==> src/rtl/tristatebus_pkg.sv <==
// Shared types and helpers for the tristate bus monitor.
package tristatebus_pkg;

    // Bus ownership state as seen by the monitor.
    typedef enum logic [1:0] {
        IDLE       = 2'd0,
        DRIVEN     = 2'd1,
        SUSPECT    = 2'd2,
        CONTENTION = 2'd3
    } state_e;

    // Width of a driver index; never narrower than one bit.
    function automatic int unsigned owner_width(input int unsigned count);
        return (count <= 2) ? 1 : $clog2(count);
    endfunction

endpackage

==> src/rtl/tristatebus_decode.sv <==
// Combinational driver decode: which drivers are enabled, how many
// (saturating at 2), the index of the enabled driver, and the wired-AND
// of all enabled drivers' data. A bit of i_noe that is X/Z is not counted as an enable.
module tristatebus_decode
    import tristatebus_pkg::*;
#(
    parameter int unsigned INPUT_COUNT = 4,
    parameter int unsigned WIDTH       = 8,
    parameter int unsigned OW          = owner_width(INPUT_COUNT)
) (
    input  logic [WIDTH*INPUT_COUNT-1:0] i_data,
    input  logic [INPUT_COUNT-1:0]       i_noe,
    output logic [INPUT_COUNT-1:0]       o_en,
    output logic [1:0]                   o_count,
    output logic [OW-1:0]                o_owner,
    output logic [WIDTH-1:0]             o_and_data
);

    // Scan all drivers; with exactly one enabled, o_and_data is its data.
    always_comb begin
        o_en       = '0;
        o_count    = '0;
        o_owner    = '0;
        o_and_data = '1;
        for (int unsigned k = 0; k < INPUT_COUNT; k++) begin
            if (i_noe[k] === 1'b0) begin
                o_en[k]    = 1'b1;
                o_owner    = OW'(k);
                o_and_data = o_and_data & i_data[WIDTH*k +: WIDTH];
                if (o_count != 2'd2) begin
                    o_count = o_count + 2'd1;
                end
            end
        end
    end

endmodule

==> src/rtl/tristatebus_monitor.sv <==
// Registered tristate bus resolver with optional bus keeper, overlap
// filter and sticky, clearable contention recording.
module tristatebus_monitor
    import tristatebus_pkg::*;
#(
    parameter int unsigned INPUT_COUNT   = 4,
    parameter int unsigned WIDTH         = 8,
    parameter int unsigned HOLD_MODE     = 0,
    parameter int unsigned FILTER_CYCLES = 1,
    parameter int unsigned CNT_WIDTH     = 8
) (
    input  logic                                       i_clk,
    input  logic                                       i_nrst,
    input  logic [WIDTH*INPUT_COUNT-1:0]               i_data,
    input  logic [INPUT_COUNT-1:0]                     i_noe,
    input  logic                                       i_clr_err,
    output logic [WIDTH-1:0]                           o_data,
    output logic                                       o_noe,
    output logic [owner_width(INPUT_COUNT)-1:0]        o_owner,
    output logic                                       o_err,
    output logic [INPUT_COUNT-1:0]                     o_err_mask,
    output logic [CNT_WIDTH-1:0]                       o_err_cnt
);

    localparam int unsigned OW = owner_width(INPUT_COUNT);
    localparam int unsigned FW = (FILTER_CYCLES < 1) ? 1 : $clog2(FILTER_CYCLES + 1);

    logic [INPUT_COUNT-1:0] en;
    logic [1:0]             count;
    logic [OW-1:0]          owner;
    logic [WIDTH-1:0]       and_data;

    state_e                 state_q,  state_d;
    logic [FW-1:0]          filt_q,   filt_d;
    logic [WIDTH-1:0]       data_q,   data_d;
    logic [WIDTH-1:0]       hold_q,   hold_d;
    logic                   noe_q,    noe_d;
    logic [OW-1:0]          owner_q,  owner_d;
    logic                   err_q,    err_d;
    logic [INPUT_COUNT-1:0] mask_q,   mask_d;
    logic [CNT_WIDTH-1:0]   cnt_q,    cnt_d;
    logic                   evt;

    tristatebus_decode #(
        .INPUT_COUNT (INPUT_COUNT),
        .WIDTH       (WIDTH),
        .OW          (OW)
    ) u_decode (
        .i_data     (i_data),
        .i_noe      (i_noe),
        .o_en       (en),
        .o_count    (count),
        .o_owner    (owner),
        .o_and_data (and_data)
    );

    // Next state, overlap filter and bus value; evt marks entry into CONTENTION.
    always_comb begin
        state_d = state_q;
        filt_d  = filt_q;
        data_d  = data_q;
        hold_d  = hold_q;
        noe_d   = 1'b1;
        owner_d = owner_q;
        evt     = 1'b0;
        unique case (count)
            2'd0: begin
                state_d = IDLE;
                filt_d  = '0;
                data_d  = (HOLD_MODE != 0) ? hold_q : '1;
            end
            2'd1: begin
                state_d = DRIVEN;
                filt_d  = '0;
                data_d  = and_data;
                hold_d  = and_data;
                noe_d   = 1'b0;
                owner_d = owner;
            end
            default: begin
                // The filter tolerates FILTER_CYCLES overlapping samples; the
                // next consecutive one is the contention event.
                if (state_q == CONTENTION) begin
                    data_d = and_data;
                end else if (state_q == SUSPECT && filt_q < FW'(FILTER_CYCLES)) begin
                    filt_d = filt_q + 1'b1;
                end else if (state_q != SUSPECT && FILTER_CYCLES != 0) begin
                    state_d = SUSPECT;
                    filt_d  = FW'(1);
                end else begin
                    state_d = CONTENTION;
                    data_d  = and_data;
                    evt     = 1'b1;
                end
            end
        endcase
    end

    // Sticky error bookkeeping; an event in the same cycle as a clear wins.
    always_comb begin
        err_d  = err_q;
        mask_d = mask_q;
        cnt_d  = cnt_q;
        if (i_clr_err) begin
            err_d  = 1'b0;
            mask_d = '0;
            cnt_d  = '0;
        end
        if (evt) begin
            err_d = 1'b1;
            if (!err_q || i_clr_err) begin
                mask_d = en;
            end
            if (cnt_d != '1) begin
                cnt_d = cnt_d + 1'b1;
            end
        end
    end

    // Bus state machine and registered bus outputs.
    always_ff @(posedge i_clk or negedge i_nrst) begin
        if (!i_nrst) begin
            state_q <= IDLE;
            filt_q  <= '0;
            data_q  <= '1;
            hold_q  <= '1;
            noe_q   <= 1'b1;
            owner_q <= '0;
        end else begin
            state_q <= state_d;
            filt_q  <= filt_d;
            data_q  <= data_d;
            hold_q  <= hold_d;
            noe_q   <= noe_d;
            owner_q <= owner_d;
        end
    end

    // Contention history registers.
    always_ff @(posedge i_clk or negedge i_nrst) begin
        if (!i_nrst) begin
            err_q  <= 1'b0;
            mask_q <= '0;
            cnt_q  <= '0;
        end else begin
            err_q  <= err_d;
            mask_q <= mask_d;
            cnt_q  <= cnt_d;
        end
    end

    assign o_data     = data_q;
    assign o_noe      = noe_q;
    assign o_owner    = owner_q;
    assign o_err      = err_q;
    assign o_err_mask = mask_q;
    assign o_err_cnt  = cnt_q;

endmodule
==> config.mk <==
export PLATFORM = sky130hd
export DESIGN_NAME = tristatebus_monitor
export DESIGN_NICKNAME = d
export VERILOG_FILES = /design/src/rtl/tristatebus_pkg.sv /design/src/rtl/tristatebus_decode.sv /design/src/rtl/tristatebus_monitor.sv
export SDC_FILE = /design/constraint.sdc
export NUM_CORES = 1
export LEC_CHECK = 0
export BUFFER_PORTS_ARGS = -buffer_cell sky130_fd_sc_hd__buf_4
export CAP_MARGIN = 25
export CELL_PAD_IN_SITES_DETAIL_PLACEMENT = 0
export CELL_PAD_IN_SITES_GLOBAL_PLACEMENT = 1
export CORE_MARGIN = 2
export CORE_UTILIZATION = 31
export DETAILED_ROUTE_END_ITERATION = 10
export PLACE_DENSITY_LB_ADDON = 0.1
export SYNTH_ARGS = -nofsm -noshare
export SYNTH_HDL_FRONTEND = slang
export SYNTH_SLANG_ARGS = --single-unit
==> constraint.sdc <==
create_clock -name i_clk -period 1.65 [get_ports i_clk]
set_clock_uncertainty 0.15 [all_clocks]
set_input_delay 0.0825 -clock i_clk [delete_from_list [all_inputs] [get_ports i_clk]]
set_output_delay 0.0825 -clock i_clk [all_outputs]
set_load 0.005 [all_outputs]
==> metrics.csv <==
metric;value;unit
initial antenna violation count;0;
status;complete, but fails checks;
mux share of post-synthesis cell area;0.0290;
register area;687;µm²
Synth Area in Compound Gates;0.253;
Worst-Margin Slew;0.364;ns
Yosys top cell area share;0.299;
nets;305;
Max Cap Viol;0;
vias in the first global route;1631;
Cell variety after synth;37;
Worst-path clk slew;0.10;ns
CTS root buf;clkbuf_8;
Avg WL per Cell;15.8;µm
WL final;5.19;mm
# IOs;63;
NetSw;0.641;mW
met2 GRT Util;0.311;
DP Area;2280;µm²
CP startpoint kind;flip-flop;
Comb pwr share;0.402;
sw frac;0.309;
CP required;1.67;ns
leading cell type in the layout, fill and taps excluded;buf_4;
worst setup path class;reg2reg;
RSZ-0062 raised after global routing;true;
# clock sinks;27;
pwr dens;744;nW/µm²
DP HPWL;3.47;mm
fmax;586;MHz
Max clock buf depth;2;
Synth Area in Simple Gates;0.186;
warnings from Yosys;0;
pre-CTS setup slack;-0.495;ns
met1 usage;0.255;
Core Util, Final;0.591;
1st-iter DRT viols;43;
TritonCTS buffer count;3;
worst-path maximum fanout;5;
largest family of logic cells by synthesized area;compound AO/OA/AOI/OAI gates;
Die Y;73.8;µm
Synth Cell Area;1510;µm²
die area;5440;µm²
die width;73.8;µm
Initial Util;0.319;
ANT nets after route;0;
Syn Area/Cell;9.74;µm²
share of post-route cells with drive strength above 1;0.613;
Final Critical Period;1.71;ns
Fillers;429;
footprint of the multi-input gates;1060;µm²
most frequent cells in the layout;buf_4, dfrtp_1, o22ai_1;
area delta synth->final;84.9;%
CTS tree;done;
final setup fails;9;
leak pwr;1.23;nW
cell area after layout;2790;µm²
largest net degree at the start of global routing;28;
Seq cells post-synth;27;
Port Buffers;62;
DRT Pass-1 Iters;4;
Post-Synth Adder-Cell Area;0.0332;
Final Hold Vio Count;0;
post-synth net total;198;
kind of end point of the critical path;flip-flop;
Tcrit/Tclk final;1.03;
Yosys top cell by area;dfrtp_1;
crit path DAT;1.73;ns
Seq pwr share;0.414;
CTS H-Tree Depth;1;
Clk pwr share;0.184;
antenna fix cells;0;
post-synthesis xor/xnor area fraction;0.00580;
Top Usage Layer GRT;met2;
Hold WC Path Type;in2reg;
global-route wire length before repair;7.88;mm
Peak VDD IR;490;µV
setup ws final;-0.0560;ns
Slew Limit Fails;0;
Int Pwr;1.44;mW
grt met3 use;0.0329;
Overflow after GRT;0;
Remaining DRCs;0;
Worst-Skew Late Latency;0.27;ns
ranking of synthesized cells by area;dfrtp_1, dfstp_2, o22ai_1, a2bb2oi_1, nor3_1;
Cell Rows;25;
Core ar.;4720;µm²
Vias per Instance;5.07;
cell count after synthesis;155;
Slew Limit Headroom;0.756;
Seq/Total Area, Yosys;0.455;
GRT Total Usage;0.187;
placer congestion estimate;0.828;
via count;1664;
violated checks;negative setup slack;
==> critical path: stages, from the launching register on <==
cell	delay (ns)
dfrtp_1	0.40
nor2b_4	0.14
ha_4	0.17
nand4b_1	0.13
nor2_2	0.07
nor3_4	0.23
mux2_4	0.32
==> routing by layer <==
| metal | wire [µm] | up-vias |
|---|---|---|
| li1 | - | 805 |
| met1 | 2260 | 813 |
| met2 | 2660 | 44 |
| met3 | 230 | 2 |
| met4 | 30 | 0 |
| met5 | 0 | - |
==> worst paths after layout <==
check / from / endpoint / slack (ns) / cells after the start
hold / removal: i_noe[3] / o_err_mask[3] / 0.008 / 2
setup / recovery: o_err_cnt[1] / o_err_cnt[1] / -0.06 / 6
min in group asynchronous: i_nrst / o_err_cnt[7] / 0.10 / 2
max in group asynchronous: i_nrst / o_data[0] / 0.93 / 2
setup reg to reg: o_err_cnt[1] / o_err_cnt[1] / -0.06 / 6
hold reg to reg: o_err_mask[3] / o_err_mask[3] / 0.34 / 1
==> power groups by stage <==
stage	logic, mW	clock network (mW)	registers [mW]
after floorplan	0.291	0	0.867
after global placement	0.639	0	0.868
after detailed placement	0.652	0	0.868
after CTS	0.759	0.389	0.859
after global routing	0.904	0.420	0.873
final	0.834	0.383	0.859
==> cell type report <==
class,count,area share
clock buffers,3,0.0148
clock inverters,1,0.00179
inverters,6,0.0126
multi-input cells,114,0.378
flip-flops and latches,27,0.246
well taps,67,0.0300
repair buffers,110,0.316
==> kinds of logic after synthesis <==
logic type,count (synthesis)
simple gates,52
fa+ha+maj,4
xor+xnor,1
flops,27
buf+inv,14
compound gates,53
mux,4
==> cells in the mapped netlist <==
cell type	count
nand4b_1	1
dfrtp_1	18
and3_1	3
inv_1	5
a311oi_2	1
nor4b_1	1
o211ai_2	1
a31oi_1	5
nand3_1	3
xor2_1	1
o2bb2ai_1	4
mux2i_1	1
clkbuf_1	6
nor3_1	13
o21ai_0	4
nor2b_1	4
dfstp_2	9
o22ai_1	16
nor2_1	11
nand2b_1	3
nand3b_1	2
buf_2	2
inv_4	1
nor4bb_1	1
nor4_1	2
a41oi_1	1
ha_1	4
or2_2	1
nand4_1	1
a21oi_1	10
a2bb2oi_1	8
o21ai_1	1
nor3_2	1
nand2_1	5
a31oi_2	1
a31oi_4	1
mux2_1	3
==> state kept, by name, summed over array words and instances (netlist names) <==
name        cells
o_data          8
o_err_cnt       8
o_err_mask      4
o_owner         2
state_q         2
filt_q          1
o_err           1
o_noe           1
==> through the flow <==
stage / power [mW] / hold WS, ns / setup TNS [ns] / cells
finish: 2.08 / 0.00755 / -0.209 / 328
global route: 2.20 / 0.0202 / -1.08 / 328
CTS: 2.01 / 0.0146 / -0.290 / 321
detailed placement: 1.52 / -0.131 / -10.87 / 304
global placement: 1.51 / -0.135 / -9.30 / 304
floorplan: 1.16 / -0.363 / -8.21 / 155
==> timing repair <==
action | CTS | global route
pin swaps | 14 | 9
gates cloned | 1 | 0
endpoints found under the setup margin | 24 | 24
hold buffers | 4 | 0
gates resized for setup | 31 | 28
buffers inserted | 8 | 7
endpoints found under the hold margin | 30 | 0
No activity file was read; power rests on OpenSTA's default activity.
